File: config.mk
export PLATFORM = sky130hd
export DESIGN_NAME = cycle_sequencer
export DESIGN_NICKNAME = d
export VERILOG_FILES = /design/src/rtl/cycle_sequencer.sv
export SDC_FILE = /design/constraint.sdc
export NUM_CORES = 1
export LEC_CHECK = 0
export ABC_AREA = 0
export BUFFER_PORTS_ARGS = -buffer_cell sky130_fd_sc_hd__buf_2
export CAP_MARGIN = 20
export CELL_PAD_IN_SITES_DETAIL_PLACEMENT = 0
export CELL_PAD_IN_SITES_GLOBAL_PLACEMENT = 1
export CORE_UTILIZATION = 34
export DETAILED_ROUTE_END_ITERATION = 12
export PLACE_DENSITY = 0.87
export SLEW_MARGIN = 0
export SYNTH_ARGS = -nofsm -noshare
export SYNTH_HDL_FRONTEND = slang
export SYNTH_SLANG_ARGS = --single-unit
File: constraint.sdc
create_clock -name i_Clk -period 2.5 [get_ports i_Clk]
set_clock_uncertainty 0.05 [all_clocks]
set_input_delay 0.125 -clock i_Clk [delete_from_list [all_inputs] [get_ports i_Clk]]
set_output_delay 0.125 -clock i_Clk [all_outputs]
set_load 0.02 [all_outputs]
File: src/rtl/cycle_sequencer.sv
// T-state / M-cycle sequencer with instruction register and X/Y/Z one-hot decode.
// Latency: IR, step and count are registered (1 clock); decodes are zero-latency from IR. Backpressure: i_Stall holds T2, i_Clk_En freezes all state.
module cycle_sequencer (
    input  logic       i_Clk,
    input  logic       i_Reset,
    input  logic       i_Clk_En,
    input  logic       i_Stall,
    input  logic       i_IR_Fetch,
    input  logic [7:0] i_Data_Bus,
    output logic [3:0] o_Cycle_Step,
    output logic [7:0] o_Cycle_Count,
    output logic [7:0] o_IR,
    output logic [3:0] o_X_Active,
    output logic [7:0] o_Y,
    output logic [7:0] o_Z,
    output logic       o_M_Cycle_End,
    output logic       o_Overrun
);

    logic [3:0] step_q, step_d;
    logic [7:0] count_q, count_d;
    logic [7:0] ir_q, ir_d;
    logic       overrun_q, overrun_d;
    logic       m_end;

    always_ff @(posedge i_Clk or posedge i_Reset) begin
        if (i_Reset) begin
            step_q    <= 4'b0001;
            count_q   <= 8'h01;
            ir_q      <= 8'h00;
            overrun_q <= 1'b0;
        end else begin
            step_q    <= step_d;
            count_q   <= count_d;
            ir_q      <= ir_d;
            overrun_q <= overrun_d;
        end
    end

    assign m_end = step_q[3] & i_Clk_En;

    always_comb begin
        step_d    = step_q;
        count_d   = count_q;
        ir_d      = ir_q;
        overrun_d = overrun_q;
        if (i_Clk_En) begin
            case (step_q)
                4'b0001: step_d = 4'b0010;
                4'b0010: step_d = i_Stall ? 4'b0010 : 4'b0100;
                4'b0100: step_d = 4'b1000;
                4'b1000: step_d = 4'b0001;
                default: step_d = step_q;
            endcase
        end
        // A fetch outranks saturation, so the last M-cycle may end exactly at M8.
        if (m_end) begin
            if (i_IR_Fetch) begin
                ir_d    = i_Data_Bus;
                count_d = 8'h01;
            end else if (count_q != 8'h80) begin
                count_d = {count_q[6:0], 1'b0};
            end else begin
                overrun_d = 1'b1;
            end
        end
    end

    always_comb begin
        o_Cycle_Step  = step_q;
        o_Cycle_Count = count_q;
        o_IR          = ir_q;
        o_Overrun     = overrun_q;
        o_M_Cycle_End = m_end;
        o_X_Active    = 4'b0001 << ir_q[7:6];
        o_Y           = 8'h01 << ir_q[5:3];
        o_Z           = 8'h01 << ir_q[2:0];
    end

endmodule

* Word level (Yosys, flattened, before mapping)
Cells that the tools add are included.
Storage, ports and cells: output and inout port bits 42, memories kept 0, bits in latches 0, memory bits (read-only) 0, RAM bits 0, flip-flop bits (word level) 21
Cells by class: reductions and logical operators 6, eq/ne operators 5, mux-type cells 4, add/sub/neg operators 0, magnitude comparators 0, bitwise logic cells 3, shift-type cells 3, $mul 0, div/mod/pow operators 0
Operators by type and width (number):
- 8-bit 2-to-1 mux | 2
- 4-bit one-hot mux with 4 select lines | 1
- 1-bit by 3-bit << shifter with 8-bit output (first input constant) | 2
- 8-bit inequality test (second input constant) | 1
- 2-bit AND reduction | 3
- 4-bit by 1-bit == test with 1-bit output (second input constant) | 1
- 4-bit by 2-bit == test with 1-bit output (second input constant) | 1
- 4-bit by 3-bit == test with 1-bit output (second input constant) | 1
- 4-bit == test (second input constant) | 1
- 4-bit nonzero test | 1
- 1-bit by 2-bit << shifter with 4-bit output (first input constant) | 1
- 3-bit 2-to-1 mux | 1
- 3-bit AND reduction | 1
- 1-bit NOT | 2
- 2-bit nonzero test | 1
- 1-bit bitwise AND | 1

* Depth between registers and ports, before layout
Gate-level depths: netlist of the first run.
depth in word-level cells 3, mapped depth 4, mapped depth without buffers 3

* Worst setup path after synthesis of the first run
No wires, ideal clock.
path kind register to output, start register ir_q[5] (netlist: o_IR[5]), end output port o_Y[4], data required time 2325 ps, stages on the path, launching flop included 2, arrival time 1104 ps, path slack 1221 ps, cells stage by stage dfrtp_1 nor3b_1
Between the ends: word-level cells in the longest chain between the ends 1
RTL lines:
- start, declared | line 22 | logic [7:0] ir_q, ir_d;
- start signal, assigned | line 35 | ir_q <= ir_d;
- 1-bit by 3-bit << shifter with 8-bit output | line 76 | o_Y = 8'h01 << ir_q[5:3];
- end, declared | line 14 | output logic [7:0] o_Y,
No other way between the ends.

* Worst setup path in the final report of the first run
start register step_q[3] (netlist: o_Cycle_Step[3]), end output port o_M_Cycle_End
Between the ends: word-level cells in the longest chain between the ends 1
RTL lines:
- start, declared | line 20 | logic [3:0] step_q, step_d;
- start signal, assigned | line 33 | step_q <= step_d;
- 1-bit bitwise AND | line 40 | assign m_end = step_q[3] & i_Clk_En;
- end, declared | line 16 | output logic o_M_Cycle_End,
No other way between the ends.

==> results.toml, run 1 <==
[outcome]
status = "finished clean"

[global_routing]
antenna_found_initial = 0
grt-ovfl-total = 0
grt_max_degree = 22
grt_use_met1_pct = 17.9
grt_pass1_wl_um = 3480
grt_use_met3_pct = 3.00
grt_pass1_vias = 767
met2_usage_pct = 22.5
grtUsageTotal_pct = 13.7
grt.busiest_layer = "met2"

[layout]
nets = 174
drive_gt1_share_pct = 45.0
regArea_um2 = 528
multi_input_area_um2 = 463
fillers = 264
diodes = 0
post-route-util_pct = 51.0
syn_to_final_growth_pct = 40.2

[placement]
gp_congestion = 0.704
preCtsSetupSlack_ps = 1180
dp_hpwl_um = 1620
place.port_buffers = 54

[sta]
holdWs_ps = 20.4
fin_crit_sh_pct = 62.1
fin_tns_setup_ps = 0
tightest_slew_ps = 768
setup_ws_ps = 946
maxSlewHeadroom_pct = 48.8
rsz0062_at_grt = "no"
finalSetupViolCount = 0
timing.fmax_mhz = 644
drv_slew = 0
final.min_clock_period_ps = 1550
hold_violations = 0

[setup_path]
worstPathArrival_ps = 1380
crit_type = "reg2out"
required_ps = 2330
cp-end-kind = "primary output"
worstSetupStartpointType = "flop"
path_max_fanout = 16

[synth]
syn_area_per_cell_um2 = 10.5
synth-seq-cells = 21
synth_cell_types = 22
synthCells = 96
synthesis.area_um2 = 1010
seq_area_frac_synth_pct = 52.2
yosysWarnings = 0
syn_nets = 109

[clocking]
path_clk_slew_ps = 110
postCtsResizedCells = 0
htreeDepth = 1
clock_latency_ps = 300
cts_tree = "done"
clk_path_buf_depth = 2
clockRootBuffer = "clkbuf_4"
numCtsBuffers = 3
cts_sinks = 21
postCtsSetupRepairBufs = 0

[floorplan]
die_area_um2 = 3200
io_pins = 55
rows = 19
start_util_pct = 36.4
core_area_um2 = 2780
dieWidth_um = 56.6
fp.dieH_um = 56.6

[route]
drtPass1Iterations = 4
drtIter0Drc = 59
num_vias = 934
routed_wl_um = 2280
via_per_inst = 4.89
final_antenna_net_count = 0
wl_per_cell_um = 12.0
drc_errors = 0

[worst_hold_path]
hold_class = "in2reg"

[pwr]
p_per_area_nw_per_um2 = 1270
p_leak_nw = 0.760
vdd_drop_max_mv = 0.824

[run]
cap_violations = 0
## worst max-delay path, stage by stage (launching register included)
cell and delay, ps:
dfrtp_1 490, nand2_1 320, inv_1 110, buf_2 160
## final timing paths
kind	start	endpoint	cells past startpoint	slack, ps
setup / recovery	o_Cycle_Step[3]	o_M_Cycle_End	3	950
hold / removal	i_Data_Bus[2]	o_IR[2]	2	20
setup reg to reg	o_Cycle_Step[3]	o_Overrun	3	1190
hold reg to reg	o_Cycle_Count[0]	o_Cycle_Count[0]	2	440
max in group asynchronous	i_Reset	o_Cycle_Step[2]	3	1470
min in group asynchronous	i_Reset	o_IR[6]	3	460
## state kept, by name, summed over array words and instances (netlist names)
name / count
o_Cycle_Count: 8
o_Overrun: 1
o_IR: 8
o_Cycle_Step: 4
## synth_stat cells
master,number,area (um2)
nor3_1,2,10.0
nor2b_1,2,12.5
nand3_2,1,10.0
dfstp_2,2,52.6
inv_1,3,11.3
a32oi_1,1,8.76
buf_2,2,10.0
mux2_2,10,113
o22a_1,1,8.76
and3_1,2,12.5
nor4_1,1,6.26
o21ai_0,9,45.0
nor3b_1,6,45.0
nor2_1,7,26.3
and2_1,1,6.26
or3b_1,2,17.5
and3b_1,4,35.0
dfrtp_1,19,475
nand2_1,12,45.0
a31o_2,1,8.76
nor4b_1,1,8.76
nand2b_1,7,43.8
## metrics by stage
step                total power, W  instances  instance area (um2)
global route               0.00193        191                 1420
detailed placement         0.00164        179                 1310
finish                     0.00180        191                 1420
CTS                        0.00180        186                 1370
floorplan                  0.00130         96                 1010
global placement           0.00161        179                 1310
## logic make-up (layout without fill, tap and decap cells)
| logic type | count (synthesis) | in the layout | synth area share, % |
|---|---|---|---|
| AO/OA/AOI/OAI | 12 | 12 | 7.05 |
| flip-flops | 21 | 21 | 52.2 |
| AND/OR/NAND/NOR | 48 | 48 | 27.6 |
| multiplexers | 10 | 10 | 11.1 |
| buffers and inverters | 5 | 69 | 2.10 |
## power breakdown
group | internal, W | total (W) | switching [W]
combinational | 0.000383 | 0.000957 | 0.000574
sequential | 0.000482 | 0.000688 | 0.000206
clock | 0.0000596 | 0.000156 | 0.0000967
total | 0.000924 | 0.00180 | 0.000877
## layout make-up
cell class / instances / area share (%)
clock inverters: 1 / 0.353
multi-input cells: 70 / 32.6
inverters: 3 / 0.794
well taps: 31 / 2.73
repair buffers: 62 / 24.7
flip-flops and latches: 21 / 37.2
clock buffers: 3 / 1.59
## cell usage in the layout, fill, tap and decap left out, drive strengths merged, types with 3 or more instances in the layout
cell and n:
mux2 10, o21ai 9, nor2 7, buf 54
inv 3, nor3b 6, nand2b 7, dlygate4sd3 8
clkbuf 3, dfrtp 19, and3b 4, nand2 12
## routing by layer
layer / part of all wire (%) / vias to the layer above / routed length [um]
li1: - / 461 / -
met1: 46 / 427 / 1050
met2: 46 / 42 / 1040
met3: 7.0 / 4 / 159
met4: 1.1 / 0 / 26
met5: 0 / - / 0
## repair_timing
| item | in CTS | in global routing |
|---|---|---|
| setup endpoints to repair | 0 | 0 |
| hold buffers | 3 | 5 |
| hold endpoints to repair | 21 | 5 |
No activity file was read; power rests on OpenSTA's default activity.
==> inputs of run 2 (changes only) <==
Settings changed: CORE_UTILIZATION 34 to 28, PLACE_DENSITY 0.87 to 0.77.
Clock period 2.5 ns to 1.2 ns, I/O delays scaled along.
==> results.toml, run 2 (synthesized netlist as in run 1, its figures left out) <==
[global_routing]
grt_max_degree = 13
grt_pass1_vias = 1013
antenna_found_initial = 0
grtUsageTotal_pct = 14.7
grt-ovfl-total = 0
grt_pass1_wl_um = 4680

[clocking]
path_clk_slew_ps = 120
cts_sinks = 21
htreeDepth = 1
numCtsBuffers = 3
clock_latency_ps = 300
clk_path_buf_depth = 2
cts_tree = "done"
clockRootBuffer = "clkbuf_4"

[route]
drtPass1Iterations = 4
via_per_inst = 4.53
num_vias = 1041
drtIter0Drc = 19
wl_per_cell_um = 12.7
drc_errors = 0
final_antenna_net_count = 0
routed_wl_um = 2930

[run]
cap_violations = 0

[floorplan]
die_area_um2 = 3860
core_area_um2 = 3390
dieWidth_um = 62.1
start_util_pct = 29.9
io_pins = 55
rows = 21
fp.dieH_um = 62.1

[pwr]
p_sw_w = 0.00214
seq_power_share_pct = 30.4
swShare_pct = 44.0
p_clk_share_pct = 6.9
p_int_w = 0.00272
comb_power_share_pct = 62.7
vdd_drop_max_mv = 0.811
power_w = 0.00487
p_per_area_nw_per_um2 = 2590
p_leak_nw = 0.936

[setup_path]
worstPathArrival_ps = 1200
path_max_fanout = 10
worstPathCellList = "nor3b_1 -> buf_2"
startpoint = "o_IR[0]"
rr_worst_depth = 3
cp_slowest_stage_delay_ps = 480
required_ps = 1090
worstSetupStartpointType = "flop"
crit_type = "reg2out"
crit_end = "o_Z[2]"
r2r-end = "o_Cycle_Step[2]"
r2r_slack_ps = -110
cp-end-kind = "primary output"
critPathSlowestCell = "dfrtp_2"
crit-reg2reg-launch = "o_Cycle_Step[3]"

[layout]
drive_gt1_share_pct = 65.8
nets = 198
diodes = 0
syn_to_final_growth_pct = 85.8
layout_common_cells = "37 x buf_2, 24 x buf_4, 12 x buf_6, 11 x dlygate4sd3_1, 11 x dfrtp_2"
fillers = 273
final_common_cell = "buf_2"

[outcome]
violations = "setup timing"
status = "finished, violations left"

[sta]
finalSetupViolCount = 17
tightest_slew_ps = 289
rsz0062_at_grt = "yes"
timing.fmax_mhz = 761
fin_crit_sh_pct = 110
final.min_clock_period_ps = 1310
hold_violations = 0
setup_ws_ps = -114
fin_tns_setup_ps = -1110
drv_slew = 0
maxSlewHeadroom_pct = 80.6

[placement]
place.port_buffers = 54
preCtsSetupSlack_ps = 2.02
dp_hpwl_um = 1740
gp_congestion = 0.816

[worst_hold_path]
hold_class = "in2reg"
min_from = "i_Clk_En"
## run 2: changes by cell type in the layout (fill, tap and decap cells not counted), moves of 3 or more
cell           previous run  this run
dfrtp_2                   0        11
mux2_2                   10         4
buf_4                     0        24
nor2_1                    7         4
buf_6                     0        12
dfrtp_1                  19         8
dlygate4sd3_1             8        11
buf_2                    54        37
mux2_4                    0         6
## run 2: how the worst min path moves through the flow
stage,end,slack (ps),cells past startpoint
after floorplan,o_Cycle_Count[1],-20,1
after CTS,o_Cycle_Count[0],20,3
final,o_Cycle_Count[0],90,3
after global placement,o_Overrun,20,3
after detailed placement,o_Cycle_Count[7],30,3
after global routing,o_Cycle_Count[0],90,3
## run 2: critical path: cells and delay by family (launching register included)
| kind | cells | cell delay, ps |
|---|---|---|
| flops | 1 | 480 |
| buf+inv | 1 | 200 |
| simple gates | 1 | 230 |
## run 2: area by class of cell
| class | count | area (um2) | area share (%) |
|---|---|---|---|
| clock buffer | 3 | 22.5 | 1.20 |
| clock inverter | 1 | 5.00 | 0.266 |
| inverter | 3 | 11.3 | 0.599 |
| multi-input combinational | 71 | 612 | 32.5 |
| sequential | 21 | 542 | 28.8 |
| tap | 46 | 57.6 | 3.06 |
| timing repair buffer | 85 | 631 | 33.5 |
## run 2: per-stage QoR
step | area (um2) | hold WS [ps] | cells | utilization (%)
after detailed placement | 1430 | 26.0 | 207 | 42.2
after CTS | 1700 | 21.0 | 225 | 50.2
after global placement | 1430 | 21.3 | 207 | 42.2
after global routing | 1880 | 86.1 | 230 | 55.5
after floorplan | 1020 | -15.2 | 96 | -
final | 1880 | 94.8 | 230 | 55.5
## run 2: layer usage
layer / track usage [%] / wire, um / vias up
met5: 0 / 0 / -
met4: 6.98 / 27 / 0
met3: 2.21 / 138 / 2
met2: 25.7 / 1470 / 42
met1: 17.7 / 1290 / 482
li1: - / - / 515
## run 2: power groups by stage
stage,logic (W),clock network (W),registers [W]
floorplan,0.00100,0,0.00171
global placement,0.00217,0,0.00136
detailed placement,0.00219,0,0.00139
CTS,0.00258,0.000350,0.00141
global route,0.00323,0.000385,0.00154
finish,0.00305,0.000337,0.00148
## run 2: timing repair
item | CTS | global route
hold buffers | 10 | 1
setup buffers | 3 | 5
endpoints found under the setup margin | 28 | 30
endpoints found under the hold margin | 30 | 1
gates cloned | 1 | 0
pin swaps | 2 | 6
gates resized for setup | 37 | 36
